[src/rtl/bias_act_pkg.sv]
// bias_act_pkg: shared FSM encoding, register offsets and Q16.16 saturation limits
package bias_act_pkg;
    typedef enum logic [2:0] {IDLE, RD_IN, WT_IN, RD_B, WT_B, WR, DONE} state_t;
    localparam logic [3:0] OFF_CTRL = 4'd0;
    localparam logic [3:0] OFF_IN = 4'd1;
    localparam logic [3:0] OFF_BIAS = 4'd2;
    localparam logic [3:0] OFF_OUT = 4'd3;
    localparam logic [3:0] OFF_LEN = 4'd5;
    localparam logic [31:0] Q_MAX = 32'h7FFF_FFFF;
    localparam logic [31:0] Q_MIN = 32'h8000_0000;
endpackage

[src/rtl/bias_act_if.sv]
// bias_act_if: register-slave and memory-master bus bundle; slave = engine side, master = host/memory side
interface bias_act_if;
    logic slave_waitrequest;
    logic [3:0] slave_address;
    logic slave_read;
    logic slave_write;
    logic [31:0] slave_writedata;
    logic [31:0] slave_readdata;
    logic master_waitrequest;
    logic master_read;
    logic master_write;
    logic [31:0] master_address;
    logic [31:0] master_readdata;
    logic master_readdatavalid;
    logic [31:0] master_writedata;
    modport slave (
        output slave_waitrequest, slave_readdata, master_read, master_write, master_address, master_writedata,
        input slave_address, slave_read, slave_write, slave_writedata, master_waitrequest, master_readdata,
        master_readdatavalid
    );
    modport master (
        input slave_waitrequest, slave_readdata, master_read, master_write, master_address, master_writedata,
        output slave_address, slave_read, slave_write, slave_writedata, master_waitrequest, master_readdata,
        master_readdatavalid
    );
endinterface

[src/rtl/bias_act_q16_sat_add.sv]
// q16_sat_add: combinational signed Q16.16 adder saturating to the 32-bit limits
module q16_sat_add
    import bias_act_pkg::*;
(
    input  logic [31:0] a,
    input  logic [31:0] b,
    output logic [31:0] sum
);
    logic [31:0] raw;
    always_comb begin
        raw = a + b;
        sum = (a[31] == b[31] && raw[31] != a[31]) ? (a[31] ? Q_MIN : Q_MAX) : raw;
    end
endmodule

[src/rtl/bias_act.sv]
// bias_act: DMA engine computing out[i] = sat(in[i] + bias[i]) over memory vectors.
// Define BIAS_ACT_RELU_EN to clamp negative results to 0 and report the clamp count as the result.
module bias_act
    import bias_act_pkg::*;
(
    input logic clk,
    input logic rst_n,
    bias_act_if.slave bus
);
    state_t state;
    logic [31:0] in_base, b_base, out_base, len, idx, clamp, result, in_val, sum, act, nxt;
    logic neg;

    q16_sat_add u_add (.a(in_val), .b(bus.master_readdata), .sum(sum));

    always_comb begin
        neg = 1'b0;
        act = sum;
`ifdef BIAS_ACT_RELU_EN
        neg = sum[31];
        act = neg ? '0 : sum;
`endif
    end

    assign nxt = idx + 32'd1;
    assign bus.slave_waitrequest = state != IDLE;

    always_comb begin
        bus.slave_readdata = !bus.slave_read ? '0 :
                             bus.slave_address == OFF_CTRL ? result :
                             bus.slave_address == OFF_IN   ? in_base :
                             bus.slave_address == OFF_BIAS ? b_base :
                             bus.slave_address == OFF_OUT  ? out_base :
                             bus.slave_address == OFF_LEN  ? len : '0;
    end

    // Master strobes/address/data are registered and only change once the bus accepts them
    always_ff @(posedge clk or negedge rst_n) begin
        if (!rst_n) begin
            state <= IDLE;
            bus.master_read <= 1'b0;
            bus.master_write <= 1'b0;
            bus.master_address <= '0;
            bus.master_writedata <= '0;
            in_base <= '0;
            b_base <= '0;
            out_base <= '0;
            len <= '0;
            idx <= '0;
            clamp <= '0;
            result <= '0;
            in_val <= '0;
        end else begin
            case (state)
                IDLE: if (bus.slave_write) begin
                    case (bus.slave_address)
                        OFF_CTRL: begin
                            idx <= '0;
                            clamp <= '0;
                            if (len == '0) state <= DONE;
                            else begin
                                bus.master_read <= 1'b1;
                                bus.master_address <= in_base;
                                state <= RD_IN;
                            end
                        end
                        OFF_IN: in_base <= bus.slave_writedata;
                        OFF_BIAS: b_base <= bus.slave_writedata;
                        OFF_OUT: out_base <= bus.slave_writedata;
                        OFF_LEN: len <= bus.slave_writedata;
                        default: ;
                    endcase
                end
                RD_IN: if (!bus.master_waitrequest) begin
                    bus.master_read <= 1'b0;
                    state <= WT_IN;
                end
                WT_IN: if (bus.master_readdatavalid) begin
                    in_val <= bus.master_readdata;
                    bus.master_read <= 1'b1;
                    bus.master_address <= b_base + {idx[29:0], 2'b00};
                    state <= RD_B;
                end
                RD_B: if (!bus.master_waitrequest) begin
                    bus.master_read <= 1'b0;
                    state <= WT_B;
                end
                WT_B: if (bus.master_readdatavalid) begin
                    bus.master_write <= 1'b1;
                    bus.master_address <= out_base + {idx[29:0], 2'b00};
                    bus.master_writedata <= act;
                    clamp <= clamp + {31'b0, neg};
                    state <= WR;
                end
                WR: if (!bus.master_waitrequest) begin
                    bus.master_write <= 1'b0;
                    if (nxt < len) begin
                        idx <= nxt;
                        bus.master_read <= 1'b1;
                        bus.master_address <= in_base + {nxt[29:0], 2'b00};
                        state <= RD_IN;
                    end else state <= DONE;
                end
                DONE: begin
                    result <= clamp;
                    state <= IDLE;
                end
                default: state <= IDLE;
            endcase
        end
    end
endmodule

[src/flat_wrapper.sv]
// flat-port wrapper written by rule: the top's interface ports become plain ports
module bias_act_flat import bias_act_pkg::*;
  (clk, rst_n, bus_slave_waitrequest, bus_slave_readdata, bus_master_read, bus_master_write, bus_master_address, bus_master_writedata, bus_slave_address, bus_slave_read, bus_slave_write, bus_slave_writedata, bus_master_waitrequest, bus_master_readdata, bus_master_readdatavalid);
  bias_act_if bus_i ();
  input logic clk;
  input logic rst_n;
  output wire logic [$bits(bus_i.slave_waitrequest)-1:0] bus_slave_waitrequest;
  output wire logic [$bits(bus_i.slave_readdata)-1:0] bus_slave_readdata;
  output wire logic [$bits(bus_i.master_read)-1:0] bus_master_read;
  output wire logic [$bits(bus_i.master_write)-1:0] bus_master_write;
  output wire logic [$bits(bus_i.master_address)-1:0] bus_master_address;
  output wire logic [$bits(bus_i.master_writedata)-1:0] bus_master_writedata;
  input wire logic [$bits(bus_i.slave_address)-1:0] bus_slave_address;
  input wire logic [$bits(bus_i.slave_read)-1:0] bus_slave_read;
  input wire logic [$bits(bus_i.slave_write)-1:0] bus_slave_write;
  input wire logic [$bits(bus_i.slave_writedata)-1:0] bus_slave_writedata;
  input wire logic [$bits(bus_i.master_waitrequest)-1:0] bus_master_waitrequest;
  input wire logic [$bits(bus_i.master_readdata)-1:0] bus_master_readdata;
  input wire logic [$bits(bus_i.master_readdatavalid)-1:0] bus_master_readdatavalid;
  assign bus_slave_waitrequest = bus_i.slave_waitrequest;
  assign bus_slave_readdata = bus_i.slave_readdata;
  assign bus_master_read = bus_i.master_read;
  assign bus_master_write = bus_i.master_write;
  assign bus_master_address = bus_i.master_address;
  assign bus_master_writedata = bus_i.master_writedata;
  assign bus_i.slave_address = bus_slave_address;
  assign bus_i.slave_read = bus_slave_read;
  assign bus_i.slave_write = bus_slave_write;
  assign bus_i.slave_writedata = bus_slave_writedata;
  assign bus_i.master_waitrequest = bus_master_waitrequest;
  assign bus_i.master_readdata = bus_master_readdata;
  assign bus_i.master_readdatavalid = bus_master_readdatavalid;
  bias_act u_core (.clk(clk), .rst_n(rst_n), .bus(bus_i));
endmodule
[config.mk]
export PLATFORM = sky130hd
export DESIGN_NAME = bias_act_flat
export DESIGN_NICKNAME = d
export VERILOG_FILES = /design/src/rtl/bias_act_pkg.sv /design/src/rtl/bias_act_if.sv /design/src/rtl/bias_act_q16_sat_add.sv /design/src/rtl/bias_act.sv /design/src/flat_wrapper.sv
export SDC_FILE = /design/constraint.sdc
export NUM_CORES = 1
export LEC_CHECK = 0
export BUFFER_PORTS_ARGS = -buffer_cell sky130_fd_sc_hd__buf_2
export CAP_MARGIN = 20
export CELL_PAD_IN_SITES_DETAIL_PLACEMENT = 0
export CELL_PAD_IN_SITES_GLOBAL_PLACEMENT = 2
export CORE_AREA = 2 2 232 234
export CTS_CLUSTER_SIZE = 28
export DETAILED_ROUTE_END_ITERATION = 12
export DIE_AREA = 0 0 234 236
export PLACE_DENSITY_LB_ADDON = 0.2
export REMOVE_ABC_BUFFERS = 1
export SKIP_LAST_GASP = 1
export SYNTH_ARGS = -nofsm -noshare
export SYNTH_HDL_FRONTEND = slang
export SYNTH_HIERARCHICAL = 1
export SYNTH_SLANG_ARGS = --single-unit
[constraint.sdc]
create_clock -name clk -period 4 [get_ports clk]
set_clock_uncertainty 0.1 [all_clocks]
set_input_delay 0.4 -clock clk [delete_from_list [all_inputs] [get_ports clk]]
set_output_delay 0.4 -clock clk [all_outputs]
set_load 0.01 [all_outputs]
==> results of run 1 <==
## worst max-delay path: stages, from the launching register on
cell and delay [ns]:
dfrtp_1 0.40, nand4_4 0.13, nor3_4 0.30, nand3_2 0.15
nor2_4 0.14, nand3_2 0.12, nor2b_1 0.16, and3_1 0.20
xor2_1 0.08, ha_1 0.34, and4_4 0.25, buf_6 0.10
nand2_4 0.05, nor4_4 0.19, o21ai_2 0.12, o211ai_1 0.27
buf_6 0.19, nor3_4 0.06, buf_6 0.18, clkbuf_16 0.16
a22o_1 0.21
## state kept, by name, summed over array words and instances (netlist names)
| register | cells |
|---|---|
| u_core/in_base | 32 |
| u_core/bus.master_read | 1 |
| u_core/idx | 32 |
| u_core/bus.master_write | 1 |
| u_core/in_val | 32 |
| u_core/out_base | 32 |
| u_core/b_base | 32 |
| u_core/bus.master_address | 32 |
| u_core/len | 32 |
| u_core/state | 3 |
| u_core/bus.master_writedata | 32 |
## path summary, 6_finish.rpt
kind / from / endpoint / depth (start not counted)
min in group asynchronous: rst_n / u_core/bus.master_writedata[31]$_DFFE_PN0P_ / 2
worst max-delay path: u_core/idx[3]$_DFFE_PN0P_ / u_core/idx[31]$_DFFE_PN0P_ / 20
worst min-delay path: bus_master_waitrequest / u_core/bus.master_read$_DFFE_PN0P_ / 3
max in group asynchronous: rst_n / u_core/out_base[24]$_DFFE_PN0P_ / 3
worst min register to register: u_core/bus.master_address[27]$_DFFE_PN0P_ / u_core/bus.master_address[27]$_DFFE_PN0P_ / 2
worst max register to register: u_core/idx[3]$_DFFE_PN0P_ / u_core/idx[31]$_DFFE_PN0P_ / 20
## layout make-up
type,instances,area [um^2]
clock inverters,16,149
repair buffers,447,3400
inverters,74,278
clock buffers,47,1010
diodes,1,2.50
fillers,5174,29200
multi-input cells,1447,11600
flip-flops and latches,261,6530
well taps,696,871
## power by group
| group | switching [mW] | leakage (nW) | internal [mW] |
|---|---|---|---|
| clock network | 1.33 | 0.579 | 1.87 |
| logic | 4.67 | 7.36 | 4.02 |
| registers | 1.01 | 3.39 | 3.69 |
## placed cells by master, fill, tap and decap left out, types with 43 or more instances in the layout
| cell | n |
|---|---|
| o21ai_0 | 82 |
| a21oi_1 | 132 |
| a21o_1 | 46 |
| buf_4 | 200 |
| a221oi_1 | 43 |
| clkbuf_16 | 43 |
| inv_1 | 71 |
| nand2_1 | 146 |
| xnor2_1 | 51 |
| ha_1 | 118 |
| buf_2 | 171 |
| mux2_2 | 221 |
| dfrtp_1 | 261 |
| nor2_1 | 71 |
## cells in the mapped netlist (14+ instances only)
library cell,number
a221oi_1,49
a21o_1,46
a31oi_1,20
nand3_1,39
nor4_1,18
xor2_1,42
o21ai_1,27
a21oi_1,142
nor2_1,78
nand2b_1,16
o21ai_2,30
ha_1,121
xnor2_1,60
nor2b_1,14
o21ai_0,105
a22o_1,18
mux2i_1,14
nand4_1,16
inv_1,73
dfrtp_1,261
mux2_2,222
nand2_1,159
and3_1,25
clkbuf_1,76
## metrics by stage
step | instance area [um^2] | hold WS, ns | worst slack [ns]
floorplan | 17800 | 0.00441 | -1.30
finish | 23900 | 0.0168 | -0.0245
global placement | 21200 | 0.359 | -0.405
CTS | 23100 | 0.00000988 | -0.0186
global route | 23900 | 0.00605 | -0.181
detailed placement | 21200 | 0.370 | -0.401
## per-layer routing
metal	track usage (%)	up-vias
met5	0	-
met4	5.95	2
met3	3.23	87
met2	39.3	350
met1	32.6	8272
li1	-	7783
## cell families (layout without fill, tap and decap cells)
| family | Yosys count | count (layout) | synth area share [%] |
|---|---|---|---|
| flip-flops | 261 | 261 | 35.8 |
| XOR/XNOR | 102 | 102 | 4.90 |
| AO/OA/AOI/OAI | 544 | 544 | 20.1 |
| multiplexers | 236 | 236 | 14.5 |
| other | 0 | 1 | 0 |
| adder cells (fa/ha/maj) | 125 | 125 | 8.68 |
| AND/OR/NAND/NOR | 440 | 440 | 12.3 |
| buffers and inverters | 172 | 584 | 3.81 |
## repair_timing
| action | 4_1_cts | 5_1_grt |
|---|---|---|
| cloned | 3 | 10 |
| endpoints found under the hold margin | 155 | 0 |
| hold buffers | 41 | 0 |
| gates resized for setup | 36 | 123 |
| pin swaps | 9 | 62 |
| setup buffers | 7 | 17 |
| setup endpoints to repair | 65 | 67 |
==> summary.md, run 1 <==
| Metric | Value |
|---|---|
| Area contributors post-synth | `dfrtp_1 (36%), mux2_2 (14%), ha_1 (8.3%)` |
| P per Cell Area | `about 700 nW/um^2` |
| Fin. max-slew vios | `0` |
| Pin count of the biggest net entering global routing | `between 80 and 90` |
| Initial antenna violation count | `2` |
| Classification of the worst-slack hold path | `in -> reg` |
| Arrival @ worst endpoint | `between 4 and 5 ns` |
| Syn Std Cell Area | `about 18,000 um^2` |
| Row cnt | `85` |
| Tot Pwr | `about 17 mW` |
| Die width | `234 um` |
| Total grt overflow | `0` |
| Yosys reg bits | `approximately 260` |
| Layout area overhead | `30.8%` |
| Final wirelength | `about 68,000 um` |
| Die Span Y | `~240 um` |
| First drt pass iteration count | `5` |
| RSZ-0062 raised after global routing | `true` |
| Most used DFF post-synth | `dfrtp_1` |
| Seq/Total Area, Yosys | `a little over a third` |
| WL met1 | `between 30,000 and 40,000 um` |
| Post-Synthesis Cells | `about 1.9k` |
| Final hold viol count | `0` |
| Sink Count | `approximately 260` |
| H-tree levels | `2` |
| Share of cells above drive strength 1 | `36.8%` |
| Die area | `55,200 um^2` |
| Crit path kind | `reg -> reg` |
| Max-Slew Margin vs Limit | `a little over a quarter` |
| Worst skew pair latency | `between 0.5 and 0.6 ns` |
| Total number of yosys warnings | `6` |
| Global-route wire length before repair | `about 100,000 um` |
| Yosys top cell by area | `dfrtp_1` |
| Filler-free cell count of the finished design | `2,989` |
| WL met3 | `about 3000 um` |
| Initial Utilization | `between 30% and 40%` |
| Static Leak | `between 10 and 15 nW` |
| VDD IR-drop max | `356 uV` |
| Wire per inst | `about 23 um` |
| Final setup margin | `-0.0245 ns` |
| Clock slew at reported path FFs | `roughly 0.060 ns` |
| Top Metal Used | `met5` |
| Final Cycle Share | `101%` |
| CTS root buf | `clkbuf_16` |
| I/O Buffers | `172` |
| Vias | `between 15k and 20k` |
| Setup crit end kind | `flop` |
| CTS tree | `built` |
| Post-synth EDFFs | `0` |
| Critical Path RT | `around 4.3 ns` |
| Max cap viols | `0` |
| Tmin final | `approximately 4 ns` |
| Inserted Clock Buffers | `36` |
| Async set-reset flop share out of synthesis | `100%` |
| HPWL Detailed | `a little under 50,000 um` |
| Clock Path Buffers | `3` |
| DR DRC count | `0` |
| Outcome | `complete, but fails checks` |
| Total GRT Usage | `between 20% and 30%` |
| Yosys top cell area share | `between 30% and 40%` |
| Worst-path maximum fanout | `5` |
| Ports | `between 150 and 200` |
| CORE AREA | `53,100 um^2` |
| # setup viols final | `7` |
| FF-to-FF setup slack | `-0.02 ns` |
| Met2 wire length | `32,600 um` |
| Nets | `2,465` |
| Fmax | `about 250 MHz` |
| Via density | `5.52` |
| Slew @ Worst Pin | `about 1.1 ns` |
| Fin util | `44.9%` |
| Crit path launch type | `flop` |
| Violated checks | `negative setup slack` |
| Cell count after placement | `approximately 2.8k` |
| Routed Antenna Nets | `0` |
| Setup tns final | `-0.0657 ns` |
| DR iter-0 viols | `roughly 1.0k` |
| Mean post-synth cell area | `between 9 and 10 um^2` |
| Yosys cell types | `90` |
| Gp weighted congestion | `around 0.90` |
| Vias in the first global route | `16.4k` |
No activity file was read; power rests on OpenSTA's default activity.
==> inputs of run 2 (changes only) <==
Settings changed: CORE_AREA 2 2 232 234 to 2 2 231 233, DIE_AREA 0 0 234 236 to 0 0 233 235, SYNTH_HIERARCHICAL 1 to default.
==> run 2 against run 1 <==
Compared with the run above: the flow still finishes with violations (negative setup slack); hold slack better by 0.0059 ns; non-clock buffer count increased by 38; global-route usage is 0.57 points higher; critical endpoint is now u_core.bus.master_address[22]$_DFFE_PN0P_; highest routed layer unchanged.
==> summary.md, run 2 <==
| Metric | Value |
|---|---|
| Seq/Total Area, Yosys | `36.0% (+0.21 points)` |
| Routed Antenna Nets | `0 (unchanged)` |
| Final setup margin | `-0.345 ns (-0.320 ns)` |
| Post-synth EDFFs | `0 (unchanged)` |
| Ports | `173 (unchanged)` |
| Async set-reset flop share out of synthesis | `100% (unchanged)` |
| Layout area overhead | `33.7%` |
| Global-route wire length before repair | `103,000 um (+2.6%)` |
| Worst skew pair latency | `0.56 ns (about the same)` |
| Slew @ Worst Pin | `1.10 ns (+0.00324 ns)` |
| Count leader, synth | `dfrtp_1` |
| Storage cell area | `6530 um^2 (unchanged)` |
| Yosys cell types | `93 (+3.3%)` |
| Static Leak | `11.5 nW (+1.7%)` |
| Nets | `2,546 (+3.3%)` |
| Pin count of the biggest net entering global routing | `84 (-2.3%)` |
| Top post-synthesis cells by count | `dfrtp_1 (261), mux2_2 (201), a21oi_1 (187)` |
| Total number of yosys warnings | `0 (-6)` |
| Arrival @ worst endpoint | `4.68 ns (+0.32 ns)` |
| Filler-free cell count of the finished design | `3,068 (+2.6%)` |
| H-tree levels | `2 (unchanged)` |
| Mean post-synth cell area | `9.44 um^2 (-2.7%)` |
| Busiest layer in global routing | `met2` |
| Area contributors post-synth | `dfrtp_1 (36%), mux2_2 (12%), ha_1 (8.3%)` |
| Total GRT Usage | `24.4% (+0.57 points)` |
| Clock Path Buffers | `3 (unchanged)` |
| Initial antenna violation count | `8 (+6)` |
| Yosys top cell by area | `dfrtp_1` |
| HPWL Detailed | `47,500 um (-2.7%)` |
| Post-Synthesis Cells | `1,921 (+2.2%)` |
| RSZ-0062 raised after global routing | `true` |
| Share of cells above drive strength 1 | `36.3% (-0.50 points)` |
| Crit path launch type | `flop` |
| Final wirelength | `66,700 um (-1.8%)` |
| Most used DFF post-synth | `dfrtp_1` |
| Most common cell after layout, fill and taps aside | `dfrtp_1` |
| P per Cell Area | `687 nW/um^2 (-1.2%)` |
| Die area | `54,800 um^2 (-0.85%)` |
| Yosys reg bits | `261 (unchanged)` |
| Final Cycle Share | `109% (+8.0 points)` |
| Die Span Y | `235 um (-0.42%)` |
| Met1 Use GR | `33.2% (+0.58 points)` |
| DR iter-0 viols | `1,130 (+9.0%)` |
| Setup crit end kind | `flop` |
| Critical Path RT | `4.33 ns (about the same)` |
| Outcome | `complete, but fails checks` |
| Fmax | `230 MHz (-7.4%)` |
| GRT met2 Usage | `39.7% (+0.42 points)` |
| Vias | `16.9k (+2.7%)` |
| VDD IR-drop max | `362 uV (+1.5%)` |
| Row cnt | `84 (-1.2%)` |
| Vias in the first global route | `17.4k (+6.1%)` |
| CTS root buf | `clkbuf_16` |
| Most frequent cells in the layout | `dfrtp_1 (261), buf_4 (246), mux2_2 (183)` |
| Classification of the worst-slack hold path | `in -> reg` |
| Via density | `5.52 (about the same)` |
| Setup tns final | `-13.54 ns (-13.48 ns)` |
| Max-Slew Margin vs Limit | `26.7% (-0.14 points)` |
| Worst-path maximum fanout | `6 (+1)` |
| Max cap viols | `0 (unchanged)` |
| Die width | `233 um (-0.43%)` |
| First drt pass iteration count | `5 (unchanged)` |
| Syn Std Cell Area | `18,100 um^2 (-0.59%)` |
| DR DRC count | `0 (unchanged)` |
| Dpl ws | `-0.554 ns (-0.153 ns)` |
| Inserted Clock Buffers | `35 (-2.8%)` |
| Cell count after placement | `2,934 (+3.0%)` |
| Filler cell count | `5,049 (-2.4%)` |
| Violated checks | `negative setup slack` |
| Yosys top cell area share | `36.0% (+0.21 points)` |
| Fin. max-slew vios | `0 (unchanged)` |
| I/O Buffers | `172 (unchanged)` |
| Gp weighted congestion | `0.915 (+2.2%)` |
| Multi-input logic area | `11,700 um^2 (+0.47%)` |
| Sink Count | `261 (unchanged)` |
| Wire per inst | `21.8 um (-4.3%)` |
| Total grt overflow | `0 (unchanged)` |
| Crit path kind | `reg -> reg` |
| Tmin final | `4.34 ns (+0.320 ns)` |
| CORE AREA | `52,200 um^2 (-1.6%)` |
| Final hold viol count | `0 (unchanged)` |
| # setup viols final | `67 (+60)` |
| Initial Utilization | `34.7% (+0.34 points)` |
| Global routing usage on met3 | `3.11% (-0.12 points)` |
| Clock slew at reported path FFs | `0.06 ns (about the same)` |
| Fin Hold WS | `0.0227 ns (+0.00590 ns)` |
| CTS tree | `built` |
-- run 2: through the flow --
step / util, % / power (mW) / instance area (um^2)
after floorplan: - / 9.06 / 17700
after global placement: 41.1 / 12.1 / 21500
after detailed placement: 41.1 / 12.2 / 21500
after CTS: 45.9 / 16.7 / 24000
after global routing: 46.4 / 17.8 / 24200
final: 46.4 / 16.6 / 24200
-- run 2: cell type report --
| type | instances | share of cell area, % |
|---|---|---|
| Antenna cell | 7 | 0.0723 |
| Clock buffer | 47 | 4.18 |
| Clock inverter | 15 | 0.780 |
| Inverter | 74 | 1.15 |
| Multi-Input combinational cell | 1491 | 48.1 |
| Sequential cell | 261 | 26.9 |
| Tap cell | 688 | 3.55 |
| Timing Repair Buffer | 485 | 15.2 |
-- run 2: report_power, final --
part | internal (mW) | switching, mW | leakage, nW
logic | 4.06 | 4.61 | 7.55
registers | 3.73 | 0.940 | 3.40
clock network | 2.04 | 1.27 | 0.583
-- run 2: layer usage --
layer | part of all wire (%) | wire length [um]
met5 | 0.019 | 13
met4 | 2.9 | 1950
met3 | 4.1 | 2750
met2 | 47 | 31200
met1 | 46 | 30800
-- run 2: logic make-up (layout without fill, tap and decap cells) --
kind of cell,count (synthesis),count (layout),share of synthesized area (%)
buffers and inverters,169,621,4.01
and+or+nand+nor,458,458,12.4
muxes,210,210,13.0
AOI/OAI and AO/OA,612,612,21.6
xor gates and xnor gates,87,87,4.31
adders and majority gates,124,124,8.68
DFF,261,261,36.0
other,0,7,0
-- run 2: worst paths after layout --
kind                                                                  start                                          end  slack [ns]  cells past startpoint
worst min-delay path                                 bus_master_readdata[5]                 u_core.in_val[5]$_DFFE_PN0P_        0.02                      2
min in group asynchronous                                             rst_n   u_core.bus.master_writedata[4]$_DFFE_PN0P_        0.34                      2
worst max-delay path                              u_core.idx[0]$_DFFE_PN0P_    u_core.bus.master_address[22]$_DFFE_PN0P_       -0.34                     20
worst min register to register  u_core.bus.master_writedata[25]$_DFFE_PN0P_  u_core.bus.master_writedata[25]$_DFFE_PN0P_        0.37                      2
worst max register to register                    u_core.idx[0]$_DFFE_PN0P_    u_core.bus.master_address[22]$_DFFE_PN0P_       -0.34                     20
max in group asynchronous                                             rst_n          u_core.bus.master_write$_DFFE_PN0P_        2.51                      3
-- run 2: critical path, stage by stage (launching register included) --
cell	delay [ns]
dfrtp_1	0.37
buf_4	0.12
nand3_2	0.08
or2_4	0.26
buf_6	0.14
or3_4	0.41
buf_4	0.19
nand3b_1	0.18
nand2_1	0.12
ha_1	0.27
a21oi_2	0.16
o21ai_2	0.09
a211oi_4	0.24
o31ai_2	0.10
nor4b_2	0.32
a21oi_2	0.12
o21ai_2	0.17
and2_4	0.22
buf_12	0.12
buf_12	0.12
mux2_4	0.30
-- run 2: what timing repair did --
action	in CTS	in global routing
hold endpoints to repair	100	0
buffers inserted	32	8
setup endpoints to repair	68	68
hold buffers	22	0
pin swaps	50	25
cloned	7	0
resized for setup	159	40
